### config.mk
export PLATFORM = sky130hd
export DESIGN_NAME = inv_mixcolumns_iter
export DESIGN_NICKNAME = d
export VERILOG_FILES = /design/src/rtl/aes_pkg.sv /design/src/rtl/inv_mixcolumn_word.sv /design/src/rtl/inv_mixcolumns_iter.sv
export SDC_FILE = /design/constraint.sdc
export NUM_CORES = 1
export LEC_CHECK = 0
export ABC_AREA = 1
export BUFFER_PORTS_ARGS = -buffer_cell sky130_fd_sc_hd__buf_2
export CAP_MARGIN = 5
export CORE_UTILIZATION = 55
export CTS_CLUSTER_SIZE = 25
export DETAILED_ROUTE_END_ITERATION = 6
export PLACE_DENSITY = 0.83
export RECOVER_POWER = 25
export SKIP_LAST_GASP = 1
export SLEW_MARGIN = 20
export SYNTH_ARGS = -nofsm -noshare
export SYNTH_HDL_FRONTEND = slang
export SYNTH_HIERARCHICAL = 1
export SYNTH_SLANG_ARGS = --single-unit
### constraint.sdc
create_clock -name clk -period 4.2 [get_ports clk]
set_input_delay 1.26 -clock clk [delete_from_list [all_inputs] [get_ports clk]]
set_output_delay 1.26 -clock clk [all_outputs]
set_load 0.02 [all_outputs]
### src/rtl/aes_pkg.sv
// Shared AES definitions: GF(2^8) helpers, FSM encoding, state packing.
// Column k of a 128-bit state is bits [32k+31:32k]; byte 0 is bits [31:24].
package aes_pkg;

  localparam logic [7:0] RED = 8'h1b;
  localparam int COL_W  = 32;
  localparam int N_COLS = 4;

  typedef enum logic [1:0] {
    IDLE = 2'd0,
    BUSY = 2'd1,
    DONE = 2'd2
  } state_e;

  function automatic logic [7:0] xtime(input logic [7:0] c);
    return {c[6:0], 1'b0} ^ (RED & {8{c[7]}});
  endfunction

  function automatic logic [7:0] gf_mul9(input logic [7:0] a);
    logic [7:0] x2, x4, x8;
    x2 = xtime(a);
    x4 = xtime(x2);
    x8 = xtime(x4);
    return x8 ^ a;
  endfunction

  function automatic logic [7:0] gf_mul11(input logic [7:0] a);
    logic [7:0] x2, x4, x8;
    x2 = xtime(a);
    x4 = xtime(x2);
    x8 = xtime(x4);
    return x8 ^ x2 ^ a;
  endfunction

  function automatic logic [7:0] gf_mul13(input logic [7:0] a);
    logic [7:0] x2, x4, x8;
    x2 = xtime(a);
    x4 = xtime(x2);
    x8 = xtime(x4);
    return x8 ^ x4 ^ a;
  endfunction

  function automatic logic [7:0] gf_mul14(input logic [7:0] a);
    logic [7:0] x2, x4, x8;
    x2 = xtime(a);
    x4 = xtime(x2);
    x8 = xtime(x4);
    return x8 ^ x4 ^ x2;
  endfunction

endpackage

### src/rtl/inv_mixcolumn_word.sv
// Combinational InvMixColumns of one 32-bit column.
// Shared with the equivalent-inverse-cipher key schedule path.
module inv_mixcolumn_word
  import aes_pkg::*;
(
  input  logic [31:0] col,
  output logic [31:0] res
);

  logic [7:0] a0, a1, a2, a3;

  assign a0 = col[31:24];
  assign a1 = col[23:16];
  assign a2 = col[15:8];
  assign a3 = col[7:0];

  assign res[31:24] = gf_mul14(a0) ^ gf_mul11(a1)
                    ^ gf_mul13(a2) ^ gf_mul9(a3);
  assign res[23:16] = gf_mul9(a0)  ^ gf_mul14(a1)
                    ^ gf_mul11(a2) ^ gf_mul13(a3);
  assign res[15:8]  = gf_mul13(a0) ^ gf_mul9(a1)
                    ^ gf_mul14(a2) ^ gf_mul11(a3);
  assign res[7:0]   = gf_mul11(a0) ^ gf_mul13(a1)
                    ^ gf_mul9(a2)  ^ gf_mul14(a3);

endmodule

### src/rtl/inv_mixcolumns_iter.sv
// Iterative InvMixColumns: one state in, COLS_PER_CYCLE columns per clock,
// result held on a valid/ready output until taken.
module inv_mixcolumns_iter
  import aes_pkg::*;
#(
  parameter int COLS_PER_CYCLE = 1
) (
  input  logic         clk,
  input  logic         rst_n,
  input  logic         in_valid,
  output logic         in_ready,
  input  logic [127:0] state,
  output logic         out_valid,
  input  logic         out_ready,
  output logic [127:0] out
);

  localparam int C = COLS_PER_CYCLE;
  localparam logic [1:0] STEP = 2'(C);
  localparam logic [1:0] LAST = 2'(N_COLS - C);

  generate
    if (!(C == 1 || C == 2 || C == 4)) begin : g_bad_cols
      $error("COLS_PER_CYCLE must be 1, 2 or 4");
    end
  endgenerate

  state_e       st;
  logic [1:0]   col_cnt;
  logic [127:0] work;
  logic [127:0] nxt;
  logic [1:0]   idx  [C];
  logic [31:0]  cin  [C];
  logic [31:0]  cout [C];

  always_comb begin
    for (int j = 0; j < C; j++) begin
      idx[j] = col_cnt + 2'(j);
      cin[j] = work[idx[j]*COL_W +: COL_W];
    end
  end

  genvar g;
  generate
    for (g = 0; g < C; g++) begin : g_col
      inv_mixcolumn_word u_word (
        .col (cin[g]),
        .res (cout[g])
      );
    end
  endgenerate

  // Columns of the current group are replaced in place.
  always_comb begin
    nxt = work;
    for (int j = 0; j < C; j++) begin
      nxt[idx[j]*COL_W +: COL_W] = cout[j];
    end
  end

  assign in_ready = (st == IDLE) || ((st == DONE) && out_ready);

  always_ff @(posedge clk or negedge rst_n) begin
    if (!rst_n) begin
      st        <= IDLE;
      col_cnt   <= '0;
      work      <= '0;
      out       <= '0;
      out_valid <= 1'b0;
    end else begin
      unique case (st)
        IDLE: begin
          if (in_valid) begin
            work    <= state;
            col_cnt <= '0;
            st      <= BUSY;
          end
        end
        BUSY: begin
          work    <= nxt;
          col_cnt <= col_cnt + STEP;
          if (col_cnt == LAST) begin
            out       <= nxt;
            out_valid <= 1'b1;
            col_cnt   <= '0;
            st        <= DONE;
          end
        end
        DONE: begin
          if (out_ready) begin
            out_valid <= 1'b0;
            if (in_valid) begin
              work    <= state;
              col_cnt <= '0;
              st      <= BUSY;
            end else begin
              st <= IDLE;
            end
          end
        end
        default: st <= IDLE;
      endcase
    end
  end

endmodule

Word level (Yosys, flattened, before mapping)
Index checks and enable logic that the tools add are counted.
{ "word_totals": {"out_inout_bits": 130, "wordCells": 89, "regBits": 261} }
{ "classes": {"muxes": 16, "reduce_logical": 9, "n_eq_ne": 6, "addsub": 2, "n_shift": 3, "bitwise": 48} }
{ "op_table": {"columns": ["op", "count"], "rows": [
  ["one-hot mux 128 bit (3 select lines)", 1],
  ["XOR 8 bit", 36],
  ["two-way mux 128 bit", 2],
  ["bitwise mux 128 bit", 1],
  ["variable shift 32 x 34 -> 128 bit (first input constant)", 1],
  ["variable part select 128 x 8 -> 32 bit", 1],
  ["variable part select 32 x 34 -> 128 bit", 1],
  ["XOR 8 x 5 -> 8 bit", 12],
  ["negator 7 -> 34 bit", 1],
  ["two-way mux 2 bit", 6],
  ["one-hot mux 2 bit (3 select lines)", 2],
  ["inequality test 2 bit (second input constant)", 3],
  ["AND reduction 3 bit", 2],
  ["== test 2 bit (second input constant)", 2],
  ["AND reduction 2 bit", 2],
  ["two-way mux 1 bit", 3],
  ["nonzero test 3 bit", 1],
  ["adder 2 x 1 -> 2 bit (second input constant)", 1],
  ["== test 2 x 1 -> 1 bit (second input constant)", 1],
  ["logical NOT 2 bit", 1],
  ["one-hot mux 1 bit (2 select lines)", 1],
  ["nonzero test 2 bit", 1],
  ["logical AND 1 bit", 1],
  ["logical OR 1 bit", 1]
]} }

Longest topological paths before layout
{ "logic_depth": {"word_depth": 12, "mapped_depth": 26} }

Hierarchy
Netlist, hierarchy kept.
{ "modules_own_cells": {"columns": ["mod", "area_per_inst_um2", "cells_per_inst", "instances"], "rows": [
  ["inv_mixcolumns_iter", 14626.5, 2208, 1],
  ["inv_mixcolumn_word", 3824.9, 692, 1]
]} }

Least setup slack after synthesis
No wires, ideal clock.
{ "synth_timing": {"path_kind": "register to register", "start": "register col_cnt[0]", "end": "register work[52]", "required_ps": 4135, "slack_ps": 1261, "stages_incl_launch_ff": 24, "setup_ps": 65, "n_path_buf": 2, "arrival_time_ps": 2874, "synth_period_minus_slack_ps": 2939, "path_cell_list": "dfrtp_1 -> clkinv_1 -> buf_2 -> buf_1 -> nor2_1 -> o22ai_1 -> inv_2 -> nand2_8 -> nand2_8 -> nand2_8 -> nand2_4 -> nand2_1 -> nand2_1 -> inv_1 -> nand3_1 -> nand2_1 -> nor2_1 -> nor2_1 -> nand2_1 -> nor2_1 -> nand2_1 -> nand3_1 -> nand2_1 -> nand2_1"} }
{ "synth_lines": {"columns": ["item", "line", "rtl"], "rows": [
  ["start: declaration", "inv_mixcolumns_iter.sv:29", "logic [1:0] col_cnt;"],
  ["start signal: assignment", "inv_mixcolumns_iter.sv:81", "col_cnt <= col_cnt + STEP;"],
  ["end signal: assignment", "inv_mixcolumns_iter.sv:74", "work <= state;"],
  ["end signal: assignment", "inv_mixcolumns_iter.sv:80", "work <= nxt;"],
  ["end signal: assignment", "inv_mixcolumns_iter.sv:93", "work <= state;"],
  ["end: declaration", "inv_mixcolumns_iter.sv:30", "logic [127:0] work;"]
]} }

==> impl_metrics.yaml <==
global_route:
  grt_usage_pct: 41.6
  grt_pass1_wl_um: 107000
  grt_max_degree: 118
  antenna_found_initial: 2
  grt-ovfl-total: 0
  grt_pass1_vias: 18600
synthesis:
  ys.warnings.count: 6
  synth.distinct_cells: 35
  postSynthCellCount: 2900
  syn_avg_cell_area_um2: 6.36
  synth-seq-area-share_pct: 35.4
  synth_top_area_share_pct: 35.4
  synthesis.area_um2: 18500
  synth_area_leader_cell: "dfrtp_1"
  ys_ff_latch: 261
  yosys-top-cells-area: "dfrtp_1, nand2_1, nor2_1"
  synth_nets: 3038
sta:
  rsz0062_at_grt: "no"
  min_period_ps: 3840
  setup_viol: 0
  finalSetupTns_ps: 0
  tightest_slew_ps: 3030
  finalCritPeriodShare_pct: 91.5
  final-hold-violation-count: 0
  report.final.slew_viol_count: 106
  max_slew_margin_pct: -102
  skew_ps: 27.0
  fmax_mhz: 260
  fin_hold_ws_ps: 475
die:
  fp-row-count: 66
  core-area_um2: 32800
  dieWidth_um: 185
  design.die.area_um2: 34300
  ios: 262
  fp.dieH_um: 185
  start_util_pct: 56.3
cells_and_area:
  layout_commonest_cell: "nand2_1"
  final_area_um2: 21400
  synthToLayoutAreaGrowth_pct: 16.0
  drive_above_1_share_pct: 15.8
  finalNetCount: 3275
  final_cell_mix: "nand2_1, nor2_1, nand3_1, dfrtp_1, buf_2"
  fin_util_pct: 65.3
worst_setup_path:
  worst_ep_arrival_time_ps: 4360
  cp-start-kind: "flip-flop"
  cp_slowest_stage_delay_ps: 750
  crit_type: "flip-flop to flip-flop"
  crit_chain: "buf_4 > o21ai_0 > o22ai_1 > nand2_1 > nand2_2 > xor2_2 > inv_2 > nand2_1 > nand2_1 > nand2_1 > nand4_1 > nand2_1 > nand2_1 > nor2_1 > nand2_1 > nand3_1 > nand2_1 > nand2_1"
  cp.required_ps: 4720
  end_kind: "flip-flop"
  cp_max_fo: 31
  path_common_cell: "nand2_1"
  cp_slowest_cell: "o22ai_1"
place:
  gp_congestion: 1.03
  placed_cell_area_um2: 20400
  post-dp-hpwl_um: 53400
  port_buffers: 261
clock_tree:
  cts_max_level: 1
  clock_path_buffers: 3
  ctsHoldBuffers: 0
  clock_latency_ps: 600
  post_cts_buffers: 0
  numCtsBuffers: 29
  clk_pin_slew_worst_paths_ps: 60
  cts_tree: "yes"
  cts_resized: 0
  cts_sinks: 261
  clockRootBuffer: "clkbuf_16"
detailed_routing:
  drtIter0Drc: 2606
  vias_per_cell: 5.67
  drc: 0
  ant_nets: 0
  dr.pass1.iters: 7
  vias: 20400
  wire_per_inst_um: 19.9
  wl_um: 71500
run_status:
  failed_checks: "max-capacitance violations, max-slew violations"
  outcome: "complete, but fails checks"
run:
  maxCapViolCount: 1
min_path:
  hold_path_class: "flip-flop to flip-flop"
[metal layers]
| layer | global-route usage [%] | up-vias | part of all wire, % |
|---|---|---|---|
| li1 | - | 9435 | - |
| met4 | 16.8 | 4 | 4.5 |
| met5 | 0 | - | 0.043 |
| met2 | 63.5 | 1280 | 44 |
| met3 | 9.48 | 175 | 11 |
| met1 | 56.9 | 9518 | 41 |
[state kept, by name, summed over array words and instances (netlist names)]
signal     cells
col_cnt        2
out          128
out_valid      1
st             2
work         128
[per-stage QoR]
| stage | cells | setup slack [ps] |
|---|---|---|
| 6_report | 3600 | 356 |
| 5_1_grt | 3599 | 123 |
| 4_1_cts | 3599 | 490 |
| 3_5_place_dp | 3548 | 531 |
| 3_3_place_gp | 3548 | 599 |
| 2_1_floorplan | 2900 | 1260 |
[worst max-delay path, delay by kind of cell, from the launching register on]
kind	cells	cell delay, ps
xor+xnor	1	300
compound gates	2	900
flops	1	410
buf+inv	2	440
simple gates	13	1720
[synth_stat cells, drive strengths merged]
cell and n:
nor2 396, or2 4, dfrtp 261, o21a 32, nand3b 9, nand3 286, clkinv 3, nand2 1360
xnor2 49, o21ai 69, inv 131, clkbuf 50, o22ai 32, nand4 2, a21oi 1, buf 114
ha 6, xor2 95
[worst paths after layout]
check                      slack, ps  cells after the start   endpoint        from
hold / removal                   470                      2    out[87]     out[87]
max in group asynchronous        780                      1   work[22]       rst_n
setup / recovery                 360                     18  work[101]  col_cnt[0]
min in group asynchronous       1590                      1   out[104]       rst_n
hold reg to reg                  470                      2    out[87]     out[87]
setup reg to reg                 360                     18  work[101]  col_cnt[0]
[area by class of cell]
type                       instances  area (um2)
antenna                            1        2.50
clock buffer                      40         827
clock inverter                    11         151
fill                            2929       11400
inverter                         134         513
multi-input combinational       2341       10600
sequential                       261        6530
tap                              442         553
timing repair buffer             370        2250
[logic make-up (layout without fill, tap and decap cells)]
group	count (synthesis)	count (layout)	synth area share, %
buf+inv	298	555	7.43
fa+ha+maj	6	6	0.407
other cells	0	1	0
simple gates	2057	2057	45.3
compound gates	134	134	4.29
flops	261	261	35.4
xor+xnor	144	144	7.22
Power is not shown: default switching activity piles up to over one toggle a cycle in this logic, so the estimate is an artifact.
